$ cat config.mk
export PLATFORM = sky130hd
export DESIGN_NAME = hex_display_ctrl_flat
export DESIGN_NICKNAME = d
export VERILOG_FILES = /design/src/rtl/hex_display_pkg.sv /design/src/rtl/hex_display_ctrl_if.sv /design/src/rtl/bin2bcd_serial.sv /design/src/rtl/hex_display_ctrl.sv /design/src/flat_wrapper.sv
export SDC_FILE = /design/constraint.sdc
export NUM_CORES = 1
export LEC_CHECK = 0
export BUFFER_PORTS_ARGS = -buffer_cell sky130_fd_sc_hd__buf_2
export CORE_AREA = 2 2 150 189
export DETAILED_ROUTE_END_ITERATION = 16
export DIE_AREA = 0 0 152 191
export PLACE_DENSITY_LB_ADDON = 0.08
export SYNTH_ARGS = -nofsm -noshare
export SYNTH_HDL_FRONTEND = slang
export SYNTH_SLANG_ARGS = --single-unit
$ cat constraint.sdc
create_clock -name clk -period 7.55 [get_ports clk]
set_input_delay 0.755 -clock clk [delete_from_list [all_inputs] [get_ports clk]]
set_output_delay 0.755 -clock clk [all_outputs]
set_load 0.02 [all_outputs]
$ cat src/rtl/hex_display_pkg.sv
// Shared types and segment constants for the seven-segment display controller.
package hex_display_pkg;

    typedef enum logic [1:0] {
        MODE_HEX  = 2'd0,
        MODE_UDEC = 2'd1,
        MODE_SDEC = 2'd2
    } mode_e;

    localparam logic [6:0] SEG_BLANK = 7'h7F;
    localparam logic [6:0] SEG_MINUS = 7'h3F;

    // Active-low gfedcba patterns for 0..F.
    localparam logic [6:0] SEG_LUT [16] = '{
        7'h40, 7'h79, 7'h24, 7'h30, 7'h19, 7'h12, 7'h02, 7'h78,
        7'h00, 7'h10, 7'h08, 7'h03, 7'h46, 7'h21, 7'h06, 7'h0E
    };

    function automatic int unsigned BCD_DIGITS(int unsigned data_w);
        return (data_w * 3) / 10 + 1;
    endfunction

endpackage

$ cat src/rtl/hex_display_ctrl_if.sv
// Request channel of the display controller: value, format and blink mask via valid/ready.
interface hex_display_ctrl_if #(
    parameter int unsigned NUM_DIGITS = 6,
    parameter int unsigned DATA_W     = 24
);
    logic                  in_valid;
    logic                  in_ready;
    logic [DATA_W-1:0]     in_data;
    logic [1:0]            in_mode;
    logic                  in_lzb;
    logic [NUM_DIGITS-1:0] in_blink;

    modport master (output in_valid, in_data, in_mode, in_lzb, in_blink, input in_ready);
    modport slave  (input in_valid, in_data, in_mode, in_lzb, in_blink, output in_ready);
endinterface

$ cat src/rtl/bin2bcd_serial.sv
// Serial double-dabble converter: loads on i_start, then one shift-add-3 step per cycle.
module bin2bcd_serial
    import hex_display_pkg::*;
#(
    parameter int unsigned DATA_W = 24,
    localparam int unsigned BCD_W = 4 * BCD_DIGITS(DATA_W)
) (
    input  logic              clk,
    input  logic              reset,
    input  logic              i_start,
    input  logic [DATA_W-1:0] i_bin,
    output logic              o_done,
    output logic [BCD_W-1:0]  o_bcd
);
    localparam int unsigned CNT_W = $clog2(DATA_W + 1);

    logic [DATA_W-1:0] r_bin;
    logic [BCD_W-1:0]  r_bcd;
    logic [CNT_W-1:0]  r_cnt;
    logic              r_busy;
    logic [BCD_W-1:0]  w_adj;

    always_comb begin
        w_adj = r_bcd;
        for (int i = 0; i < BCD_W / 4; i++) begin
            if (r_bcd[4*i +: 4] >= 4'd5) begin
                w_adj[4*i +: 4] = r_bcd[4*i +: 4] + 4'd3;
            end
        end
    end

    always_ff @(posedge clk) begin
        if (reset) begin
            r_bin  <= '0;
            r_bcd  <= '0;
            r_cnt  <= '0;
            r_busy <= 1'b0;
        end else if (i_start) begin
            r_bin  <= i_bin;
            r_bcd  <= '0;
            r_cnt  <= CNT_W'(DATA_W);
            r_busy <= 1'b1;
        end else if (r_busy) begin
            {r_bcd, r_bin} <= {w_adj[BCD_W-2:0], r_bin, 1'b0};
            r_cnt          <= r_cnt - CNT_W'(1);
            if (r_cnt == CNT_W'(1)) begin
                r_busy <= 1'b0;
            end
        end
    end

    // Flags the cycle of the final step; o_bcd holds the result from the next cycle on.
    assign o_done = r_busy && (r_cnt == CNT_W'(1));
    assign o_bcd  = r_bcd;

endmodule

$ cat src/rtl/hex_display_ctrl.sv
// N-digit seven-segment driver: hex / unsigned / signed decimal rendering with
// leading-zero blanking, per-digit blink and overflow dashes.
module hex_display_ctrl
    import hex_display_pkg::*;
#(
    parameter int unsigned NUM_DIGITS = 6,
    parameter int unsigned DATA_W     = 24,
    parameter int unsigned BLINK_DIV  = 25_000_000
) (
    input  logic                    clk,
    input  logic                    reset,
    hex_display_ctrl_if.slave       in_bus,
    output logic [7*NUM_DIGITS-1:0] hex_n,
    output logic                    overflow
);
    localparam int unsigned BCD_N = BCD_DIGITS(DATA_W);
    localparam int unsigned BCD_W = 4 * BCD_N;
    localparam int unsigned EXT_N = (BCD_N > NUM_DIGITS) ? BCD_N : NUM_DIGITS;
    localparam int unsigned HEX_W = 4 * NUM_DIGITS;
    localparam int unsigned BLK_W = $clog2(BLINK_DIV);

    typedef enum logic [1:0] {StIdle, StConv, StRender} state_e;

    state_e                  r_state, w_state_next;
    logic                    r_ready, r_dec, r_neg, r_lzb, r_phase;
    logic [DATA_W-1:0]       r_data;
    logic [NUM_DIGITS-1:0]   r_blink, r_bmask;
    logic [7*NUM_DIGITS-1:0] r_seg, r_hex, w_seg, w_hex_next;
    logic                    r_ovf_seg, r_ovf, w_ovf;
    logic [BLK_W-1:0]        r_bcnt;

    logic                    w_accept, w_dec_in, w_neg_in, w_bcd_done;
    logic [DATA_W-1:0]       w_mag;
    logic [BCD_W-1:0]        w_bcd;
    logic [4*EXT_N-1:0]      w_bcd_ext;
    logic [HEX_W+DATA_W-1:0] w_hex_ext;
    logic [3:0]              w_dig [NUM_DIGITS];

    assign w_accept = in_bus.in_valid && r_ready;
    assign w_dec_in = (in_bus.in_mode == MODE_UDEC) || (in_bus.in_mode == MODE_SDEC);
    assign w_neg_in = (in_bus.in_mode == MODE_SDEC) && in_bus.in_data[DATA_W-1];
    assign w_mag    = w_neg_in ? -in_bus.in_data : in_bus.in_data;

    bin2bcd_serial #(.DATA_W(DATA_W)) u_bcd (
        .clk    (clk),
        .reset  (reset),
        .i_start(w_accept && w_dec_in),
        .i_bin  (w_mag),
        .o_done (w_bcd_done),
        .o_bcd  (w_bcd)
    );

    always_comb begin
        w_state_next = r_state;
        unique case (r_state)
            StIdle:   if (w_accept) w_state_next = w_dec_in ? StConv : StRender;
            StConv:   if (w_bcd_done) w_state_next = StRender;
            StRender: w_state_next = StIdle;
            default:  w_state_next = StIdle;
        endcase
    end

    always_comb begin
        int unsigned msd;
        w_hex_ext = (HEX_W + DATA_W)'(r_data);
        w_bcd_ext = (4 * EXT_N)'(w_bcd);
        w_ovf     = 1'b0;
        msd       = 0;
        for (int k = 0; k < NUM_DIGITS; k++) begin
            w_dig[k] = r_dec ? w_bcd_ext[4*k +: 4] : w_hex_ext[4*k +: 4];
        end
        if (r_dec) begin
            // A negative value gives up its top digit to the minus sign.
            for (int k = 0; k < EXT_N; k++) begin
                if ((k + int'(r_neg) >= NUM_DIGITS) && (w_bcd_ext[4*k +: 4] != 4'd0)) begin
                    w_ovf = 1'b1;
                end
            end
        end else begin
            w_ovf = |(w_hex_ext >> HEX_W);
        end
        for (int k = 0; k < NUM_DIGITS; k++) begin
            if (w_dig[k] != 4'd0) msd = k;
        end
        for (int k = 0; k < NUM_DIGITS; k++) begin
            w_seg[7*k +: 7] = (r_lzb && (k > msd)) ? SEG_BLANK : SEG_LUT[w_dig[k]];
        end
        if (r_neg) begin
            w_seg[7*(r_lzb ? msd + 1 : NUM_DIGITS - 1) +: 7] = SEG_MINUS;
        end
        if (w_ovf) begin
            w_seg = {NUM_DIGITS{SEG_MINUS}};
        end
    end

    always_comb begin
        w_hex_next = r_seg;
        for (int k = 0; k < NUM_DIGITS; k++) begin
            if (r_phase && r_bmask[k]) w_hex_next[7*k +: 7] = SEG_BLANK;
        end
    end

    always_ff @(posedge clk) begin
        if (reset) begin
            r_state   <= StIdle;
            r_ready   <= 1'b1;
            r_data    <= '0;
            r_dec     <= 1'b0;
            r_neg     <= 1'b0;
            r_lzb     <= 1'b0;
            r_blink   <= '0;
            r_seg     <= {NUM_DIGITS{SEG_BLANK}};
            r_bmask   <= '0;
            r_ovf_seg <= 1'b0;
            r_hex     <= {NUM_DIGITS{SEG_BLANK}};
            r_ovf     <= 1'b0;
            r_bcnt    <= '0;
            r_phase   <= 1'b0;
        end else begin
            r_state <= w_state_next;
            if (w_accept) begin
                r_ready <= 1'b0;
                r_data  <= in_bus.in_data;
                r_dec   <= w_dec_in;
                r_neg   <= w_neg_in;
                r_lzb   <= in_bus.in_lzb;
                r_blink <= in_bus.in_blink;
            end else if (r_state == StIdle) begin
                r_ready <= 1'b1;
            end
            // Content and its blink mask change together, one cycle ahead of the pins.
            if (r_state == StRender) begin
                r_seg     <= w_seg;
                r_bmask   <= r_blink;
                r_ovf_seg <= w_ovf;
            end
            r_hex <= w_hex_next;
            r_ovf <= r_ovf_seg;
            if (r_bcnt == BLK_W'(BLINK_DIV - 1)) begin
                r_bcnt  <= '0;
                r_phase <= ~r_phase;
            end else begin
                r_bcnt <= r_bcnt + BLK_W'(1);
            end
        end
    end

    assign in_bus.in_ready = r_ready;
    assign hex_n           = r_hex;
    assign overflow        = r_ovf;

endmodule

$ cat src/flat_wrapper.sv
// flat-port wrapper written by rule: the top's interface ports become plain ports
module hex_display_ctrl_flat import hex_display_pkg::*;
#(
    parameter int unsigned NUM_DIGITS = 6,
    parameter int unsigned DATA_W     = 24,
    parameter int unsigned BLINK_DIV  = 25_000_000
)
  (clk, reset, hex_n, overflow, in_bus_in_valid, in_bus_in_data, in_bus_in_mode, in_bus_in_lzb, in_bus_in_blink, in_bus_in_ready);
  hex_display_ctrl_if #(.NUM_DIGITS(NUM_DIGITS), .DATA_W(DATA_W)) in_bus_i ();
  input  logic clk;
  input  logic reset;
  output logic [7*NUM_DIGITS-1:0] hex_n;
  output logic overflow;
  input wire logic [$bits(in_bus_i.in_valid)-1:0] in_bus_in_valid;
  input wire logic [$bits(in_bus_i.in_data)-1:0] in_bus_in_data;
  input wire logic [$bits(in_bus_i.in_mode)-1:0] in_bus_in_mode;
  input wire logic [$bits(in_bus_i.in_lzb)-1:0] in_bus_in_lzb;
  input wire logic [$bits(in_bus_i.in_blink)-1:0] in_bus_in_blink;
  output wire logic [$bits(in_bus_i.in_ready)-1:0] in_bus_in_ready;
  assign in_bus_i.in_valid = in_bus_in_valid;
  assign in_bus_i.in_data = in_bus_in_data;
  assign in_bus_i.in_mode = in_bus_in_mode;
  assign in_bus_i.in_lzb = in_bus_in_lzb;
  assign in_bus_i.in_blink = in_bus_in_blink;
  assign in_bus_in_ready = in_bus_i.in_ready;
  hex_display_ctrl #(.NUM_DIGITS(NUM_DIGITS), .DATA_W(DATA_W), .BLINK_DIV(BLINK_DIV)) u_core (.clk(clk), .reset(reset), .in_bus(in_bus_i), .hex_n(hex_n), .overflow(overflow));
endmodule
======== Yosys cells after proc, flatten, opt, wreduce, memory -nomap -nowiden ========
Memory sizes are Yosys's and may differ from the RTL's.
Index checks and enable logic that the tools add are counted.
word-level totals
  register bits after elaboration ......... 216
  bits in read-only memories .............. 672
  output and inout port bits .............. 44
  logic and storage cells ................. 210
  memories ................................ 6
memories
  memory            words  bits a word  rd ports  clocked after Yosys merged registers in  write ports  RTL line                source
  (name not given)  16     7            1         0                                        0            hex_display_ctrl.sv:86  w_seg[7*k +: 7] = (r_lzb && (k > msd)) ? SEG_BLANK : SEG_LUT[w_dig[k]];
  (name not given)  16     7            1         0                                        0            hex_display_ctrl.sv:86
  (name not given)  16     7            1         0                                        0            hex_display_ctrl.sv:86
  (name not given)  16     7            1         0                                        0            hex_display_ctrl.sv:86
  (name not given)  16     7            1         0                                        0            hex_display_ctrl.sv:86
  (name not given)  16     7            1         0                                        0            hex_display_ctrl.sv:86
operators by class
  add/sub/neg operators ................... 20
  $mul .................................... 1
  magnitude comparators ................... 28
  equality and inequality tests ........... 8
  shift operators ......................... 2
  mux-type cells .......................... 64
  bitwise gates (word level) .............. 7
  reductions and logical operators ........ 50
operators by type and width
  operator                                                                       number
  32-bit by 3-bit >= comparator with 1-bit output, second input constant         7
  7-bit two-way mux                                                              18
  42-bit two-way mux                                                             2
  24-bit two-way mux                                                             3
  4-bit two-way mux                                                              13
  4-bit nonzero test                                                             13
  42-bit bitwise mux                                                             1
  7-bit by 34-bit variable shift with 42-bit output, first input constant        1
  7-bit by 34-bit variable part select with 42-bit output, first input constant  1
  32-bit negator with 34-bit output                                              1
  4-bit by 3-bit >= comparator with 1-bit output, second input constant          8
  3-bit by 32-bit multiplier with 32-bit output, first input constant            1
  32-bit two-way mux                                                             1
  5-bit >= comparator, second input constant                                     6
  4-bit NOT with 5-bit output                                                    6
  4-bit by 2-bit adder with 4-bit output, second input constant                  7
  25-bit by 1-bit adder with 25-bit output, second input constant                1
  25-bit == test, second input constant                                          1
  1-bit logical AND                                                              24
  24-bit negator                                                                 1
  3-bit by 1-bit adder with 4-bit output, first input constant                   4
  2-bit OR reduction                                                             8
  1-bit two-way mux                                                              15
  2-bit two-way mux                                                              5
  22 further kinds                                                               32

======== Depth between registers and ports, before layout ========
  word-level depth ........................ 15
  depth in mapped cells ................... 29
  mapped depth without buffers ............ 24

======== Hierarchy ========
A second synthesis with hierarchy kept.
second synthesis, totals
  cell total of the unflattened synthesis .. 1533
  area total of the unflattened synthesis .. 12405.6 um^2
modules (own cells, without submodules)
  module            instances  cells an instance  area each (um^2)  seq. area each (um^2)
  hex_display_ctrl  1          1104               8908.5            3083.0
  bin2bcd_serial    1          429                3497.1            1241.2

======== Worst setup path before layout ========
No wires, ideal clock.
  path type ............................... reg-to-reg
  from .................................... register u_core.r_dec
  to ...................................... register u_core.r_seg[19]
  setup time .............................. 0.132 ns
  arrival time ............................ 5.588 ns
  required time ........................... 7.418 ns
  slack ................................... 1.831 ns
  stages on the path, launching flop included .. 24
  period minus slack after synthesis ...... 5.719 ns
  cells stage by stage .................... dfxtp_1 -> buf_6 -> buf_2 -> buf_2 -> mux2_2 -> inv_1 -> ha_1 -> nor4b_2 -> nor2_1 -> nor2_1 -> nand2_1 -> inv_1 -> ha_1 -> clkbuf_1 -> inv_1 -> a21oi_4 -> o21ai_4 -> ha_1 -> nand2_1 -> fa_1 -> clkbuf_1 -> or4_4 -> o32ai_2 -> a22oi_1
on the way
  word-level cells in the longest chain between the ends .. 15
  elaborated cells on any way between the ends .. 32
ends and longest elaborated chain
  what                                                                                                                          RTL line                 source
  start: declaration                                                                                                            hex_display_ctrl.sv:25   logic r_ready, r_dec, r_neg, r_lzb, r_phase;
  start signal: assignment                                                                                                      hex_display_ctrl.sv:124  r_dec <= w_dec_in;
  4-bit two-way mux                                                                                                             hex_display_ctrl.sv:70   w_dig[k] = r_dec ? w_bcd_ext[4*k +: 4] : w_hex_ext[4*k +: 4];
  4-bit nonzero test                                                                                                            hex_display_ctrl.sv:83   if (w_dig[k] != 4'd0) msd = k;
  1-bit two-way mux                                                                                                             hex_display_ctrl.sv:83
  2-bit two-way mux (2 in a row)                                                                                                hex_display_ctrl.sv:83
  3-bit two-way mux (2 in a row)                                                                                                hex_display_ctrl.sv:83
  3-bit by 1-bit adder with 4-bit output                                                                                        hex_display_ctrl.sv:89   w_seg[7*(r_lzb ? msd + 1 : NUM_DIGITS - 1) +: 7] = SEG_MINUS;
  32-bit two-way mux                                                                                                            hex_display_ctrl.sv:89
  3-bit by 32-bit multiplier with 32-bit output                                                                                 hex_display_ctrl.sv:89
  32-bit negator with 34-bit output                                                                                             hex_display_ctrl.sv:89
  7-bit by 34-bit variable part select with 42-bit output or 7-bit by 34-bit variable shift with 42-bit output (tied branches)  hex_display_ctrl.sv:89
  42-bit bitwise mux                                                                                                            hex_display_ctrl.sv:89
  42-bit two-way mux                                                                                                            hex_display_ctrl.sv:88   if (r_neg) begin
  42-bit two-way mux *                                                                                                          hex_display_ctrl.sv:91   if (w_ovf) begin
  end signal: assignment                                                                                                        hex_display_ctrl.sv:112  r_seg <= {NUM_DIGITS{SEG_BLANK}};
  end signal: assignment                                                                                                        hex_display_ctrl.sv:133  r_seg <= w_seg;
  end: declaration                                                                                                              hex_display_ctrl.sv:28   logic [7*NUM_DIGITS-1:0] r_seg, r_hex, w_seg, w_hex_next;
Mark *: on every way between the ends. The rest lies on a longest branch, timed or not. The select of a mux whose other input is x is not followed.
A chain may end at the register's enable or synchronous reset.

======== Worst setup path in the final report ========
  from .................................... register u_core.r_dec
  to ...................................... register u_core.r_seg[39]
Same word-level chain as after synthesis.

==> qor.tcl <==
set qor(postCtsSetupBuffers) 0
set qor(postSynth.asyncResetShare) 0
set qor(nets) 1638
set qor(grt_antenna_before_repair) 0
set qor(placed_cells_incl_taps) 1860
set qor(clockBufferDepth) 3
set qor(grt_first_pass_wirelength_um) 57700
set qor(crit_path_max_fanout) 29
set qor(post-synth-top-area-cell) {sky130_fd_sc_hd__dfxtp_1}
set qor(clkSlewWorstSetupHoldPaths_ns) 0.06
set qor(crit_top_cell) {sky130_fd_sc_hd__ha_1}
set qor(core_um2) 27300
set qor(grt_start_max_net_pins) 75
set qor(timing.final.crit_share) 0.876
set qor(initial_utilization) 0.443
set qor(reg2regPathDepth) 18
set qor(drive_gt1_frac) 0.122
set qor(multiInputGateArea_um2) 7300
set qor(setup_repair_after_global_routing_missed_its_margin) {no}
set qor(worstPathRequired_ns) 7.97
set qor(yosys_warnings) 0
set qor(io_buffer_count) 79
set qor(insertion_delay_ns) 0.53
set qor(final-instance-count-excl-fill) 1904
set qor(skew_ns) 0.0180
set qor(synthTopCellsByArea) {sky130_fd_sc_hd__dfxtp_1, sky130_fd_sc_hd__ha_1, sky130_fd_sc_hd__a21oi_1, sky130_fd_sc_hd__mux2i_1, sky130_fd_sc_hd__nand2_1}
set qor(slew_violations) 0
set qor(drcViolationCount) 0
set qor(ys_types) 96
set qor(final-setup-viol-count) 0
set qor(reg2reg_setup_slack_ns) 0.94
set qor(crit_path_end_kind) {flop}
set qor(drt-wirelength-per-cell_um) 18.8
set qor(clock_tree.root_cell) {sky130_fd_sc_hd__clkbuf_16}
set qor(crit-reg2reg-capture) {u_core.r_seg[39]}
set qor(syn-instance-count) 1481
set qor(worst_slack_ns) 0.940
set qor(worst_hold_path.num_cells) 1
set qor(worst-path-buf-inv) 2
set qor(drt_first_pass_iters) 5
set qor(die_height_um) 191
set qor(globalRouteOverflowTotal) 0
set qor(vias) 10843
set qor(cts.hold.buffers_added) 0
set qor(first_global_vias) 10454
set qor(cts_sinks) 216
set qor(min_path_type) {reg -> reg}
set qor(synth.top_cells.by_count) {sky130_fd_sc_hd__dfxtp_1, sky130_fd_sc_hd__nand2_1, sky130_fd_sc_hd__a21oi_1, sky130_fd_sc_hd__nor2_1, sky130_fd_sc_hd__o21ai_0}
set qor(total_leakage_power_nw) 5.14
set qor(drtIter0Drc) 719
set qor(layout.filler_cells) 2679
set qor(timing.critical_path.max_delay_family) {compound AO/OA/AOI/OAI gates}
set qor(dieWidth_um) 152
set qor(antenna_diode_count) 0
set qor(postRouteWirelength_um) 35700
set qor(rows) 68
set qor(synth_edf_count) 0
set qor(min-delay-start) {u_core.r_seg[31]}
set qor(min_to) {u_core.hex_n[31]}
set qor(synth_seq_area_share) 0.357
set qor(cap_viol_max_count) 0
set qor(postSynthRegisterBits) 216
set qor(gp_congestion) 1.01
set qor(max_freq_mhz) 151
set qor(numCtsBuffers) 24
set qor(finalPower_mw) 3.03
set qor(top_level_pins) 80
set qor(areaGrowthSynthToFinish_pct) 13.2
set qor(area_share_of_the_largest_cell_type_after_synthesis) 0.357
set qor(slowest_delay_ns) 0.77
set qor(maxSlewHeadroom) 0.302
set qor(preCtsSetupSlack_ns) 1.01
set qor(yosys.cell_count.top_type) {sky130_fd_sc_hd__dfxtp_1}
set qor(dp_hpwl_um) 26300
set qor(final_antenna_net_count) 0
set qor(timing.final.hold_violations) 0
set qor(cts_tree) {built}
set qor(cp_data_arrival_time_ns) 7.03
set qor(grtUsageTotal) 0.243
set qor(die-area_um2) 29000
set qor(final.min_clock_period_ns) 6.61
set qor(worstMarginPinSlew_ns) 1.04
set qor(worst_setup_path_start_kind) {flop}
set qor(crit_path_cell_trace) {mux2i_1, ha_1, or4b_1, a2bb2o_1, nand2_1, inv_1, ha_1, and2_1, o21ai_0, a21oi_1, nor2_1, fa_1, buf_4, o31ai_1, a41oi_1, and4b_1, nor3_1, a211o_1}
set qor(cts-resized-gates) 0
set qor(ir_drop_v) 0.000151
set qor(outcome) {finished, final reports clean}
set qor(crit_type) {reg -> reg}
set qor(cell_at_the_slowest_stage_of_the_critical_path) {sky130_fd_sc_hd__dfxtp_2}
set qor(synth_flop_cell) {sky130_fd_sc_hd__dfxtp_1}
set qor(h-tree-depth) 1
set qor(post_synth.cell_area_avg_um2) 8.17
set qor(totalNegativeSetupSlack_ns) 0
set qor(detail_route.vias_per_cell) 5.69
set qor(power-per-cell-area_nw_per_um2) 221
set qor(regToRegStartpoint) {u_core.r_dec}
set qor(final-seq-area_um2) 4330
set qor(post_synth_instance_area_um2) 12100
## power breakdown
part / switching, mW / total, mW / leakage, nW / internal (mW)
registers: 0.0369 / 1.23 / 1.76 / 1.19
clock network: 0.492 / 1.26 / 0.431 / 0.770
logic: 0.360 / 0.542 / 2.95 / 0.182
## area by class of cell
| cell class | count | area share |
|---|---|---|
| inverter | 55 | 0.0151 |
| timing repair buffer | 98 | 0.0402 |
| tap | 350 | 0.0320 |
| clock buffer | 35 | 0.0527 |
| multi-input combinational | 1141 | 0.533 |
| sequential | 216 | 0.316 |
| clock inverter | 9 | 0.0111 |
## cell usage in the layout (no fill, tap or decap), drive strengths merged, types with 4 or more instances in the layout
master	n
nor3b	4
o32ai	5
and2	9
o21a	4
nand2	169
o211ai	19
nor4	6
o22ai	14
a41oi	4
clkinv	9
xor2	30
a31oi	13
nand3	43
clkbuf	35
ha	65
dfxtp	216
or3	14
nor2b	7
nor3	46
mux2	11
nand4	14
xnor2	26
a211o	4
a21oi	151
or2	6
nor4b	5
o221ai	5
inv	52
a211oi	22
and3	11
or4	4
buf	98
o21ai	87
nor2	149
o31ai	11
nand2b	55
mux2i	66
## layer usage
layer	global-route usage	up-vias	wire [µm]
met5	0	-	0
met4	0.0834	0	1220
met3	0.0252	82	1520
met2	0.427	300	17000
met1	0.313	5086	16000
li1	-	5375	-
## logic make-up after synthesis
| group | synth area share |
|---|---|
| AO/OA/AOI/OAI | 0.196 |
| XOR/XNOR | 0.0405 |
| adder cells (fa/ha/maj) | 0.0688 |
| buffers and inverters | 0.0410 |
| flip-flops | 0.357 |
| multiplexers | 0.0685 |
| other | 0.000310 |
| AND/OR/NAND/NOR | 0.228 |
## through the flow
step                 util  hold WS [ns]  instance area (µm²)
finish              0.502         0.439                13700
global route        0.502         0.458                13700
CTS                 0.502         0.438                13700
detailed placement  0.470         0.426                12800
global placement    0.470         0.422                12800
floorplan               -         0.405                12100
## worst max path at each step
| stage | startpoint | end | slack, ns | cells after the start |
|---|---|---|---|---|
| after floorplan | u_core.r_dec | u_core.r_seg[19] | 1.83 | 23 |
| after global placement | u_core.r_dec | u_core.r_seg[39] | 1.12 | 18 |
| after detailed placement | u_core.r_dec | u_core.r_seg[39] | 1.01 | 18 |
| after CTS | u_core.r_dec | u_core.r_seg[39] | 0.97 | 18 |
| after global routing | u_core.r_dec | u_core.r_seg[39] | 0.50 | 18 |
| final | u_core.r_dec | u_core.r_seg[39] | 0.94 | 18 |
## sequential cells by signal (all words and copies together) (netlist names)
name / cells
u_core.hex_n: 42
u_core.r_seg: 42
u_core.u_bcd.o_bcd: 32
u_core.r_bcnt: 25
u_core.r_data: 24
u_core.u_bcd.r_bin: 24
u_core.r_blink: 6
u_core.r_bmask: 6
u_core.u_bcd.r_cnt: 5
u_core.r_state: 2
u_core.in_bus.in_ready: 1
u_core.overflow: 1
u_core.r_dec: 1
u_core.r_lzb: 1
u_core.r_neg: 1
u_core.r_ovf_seg: 1
u_core.r_phase: 1
u_core.u_bcd.r_busy: 1
(Power assumes the default switching activity.)
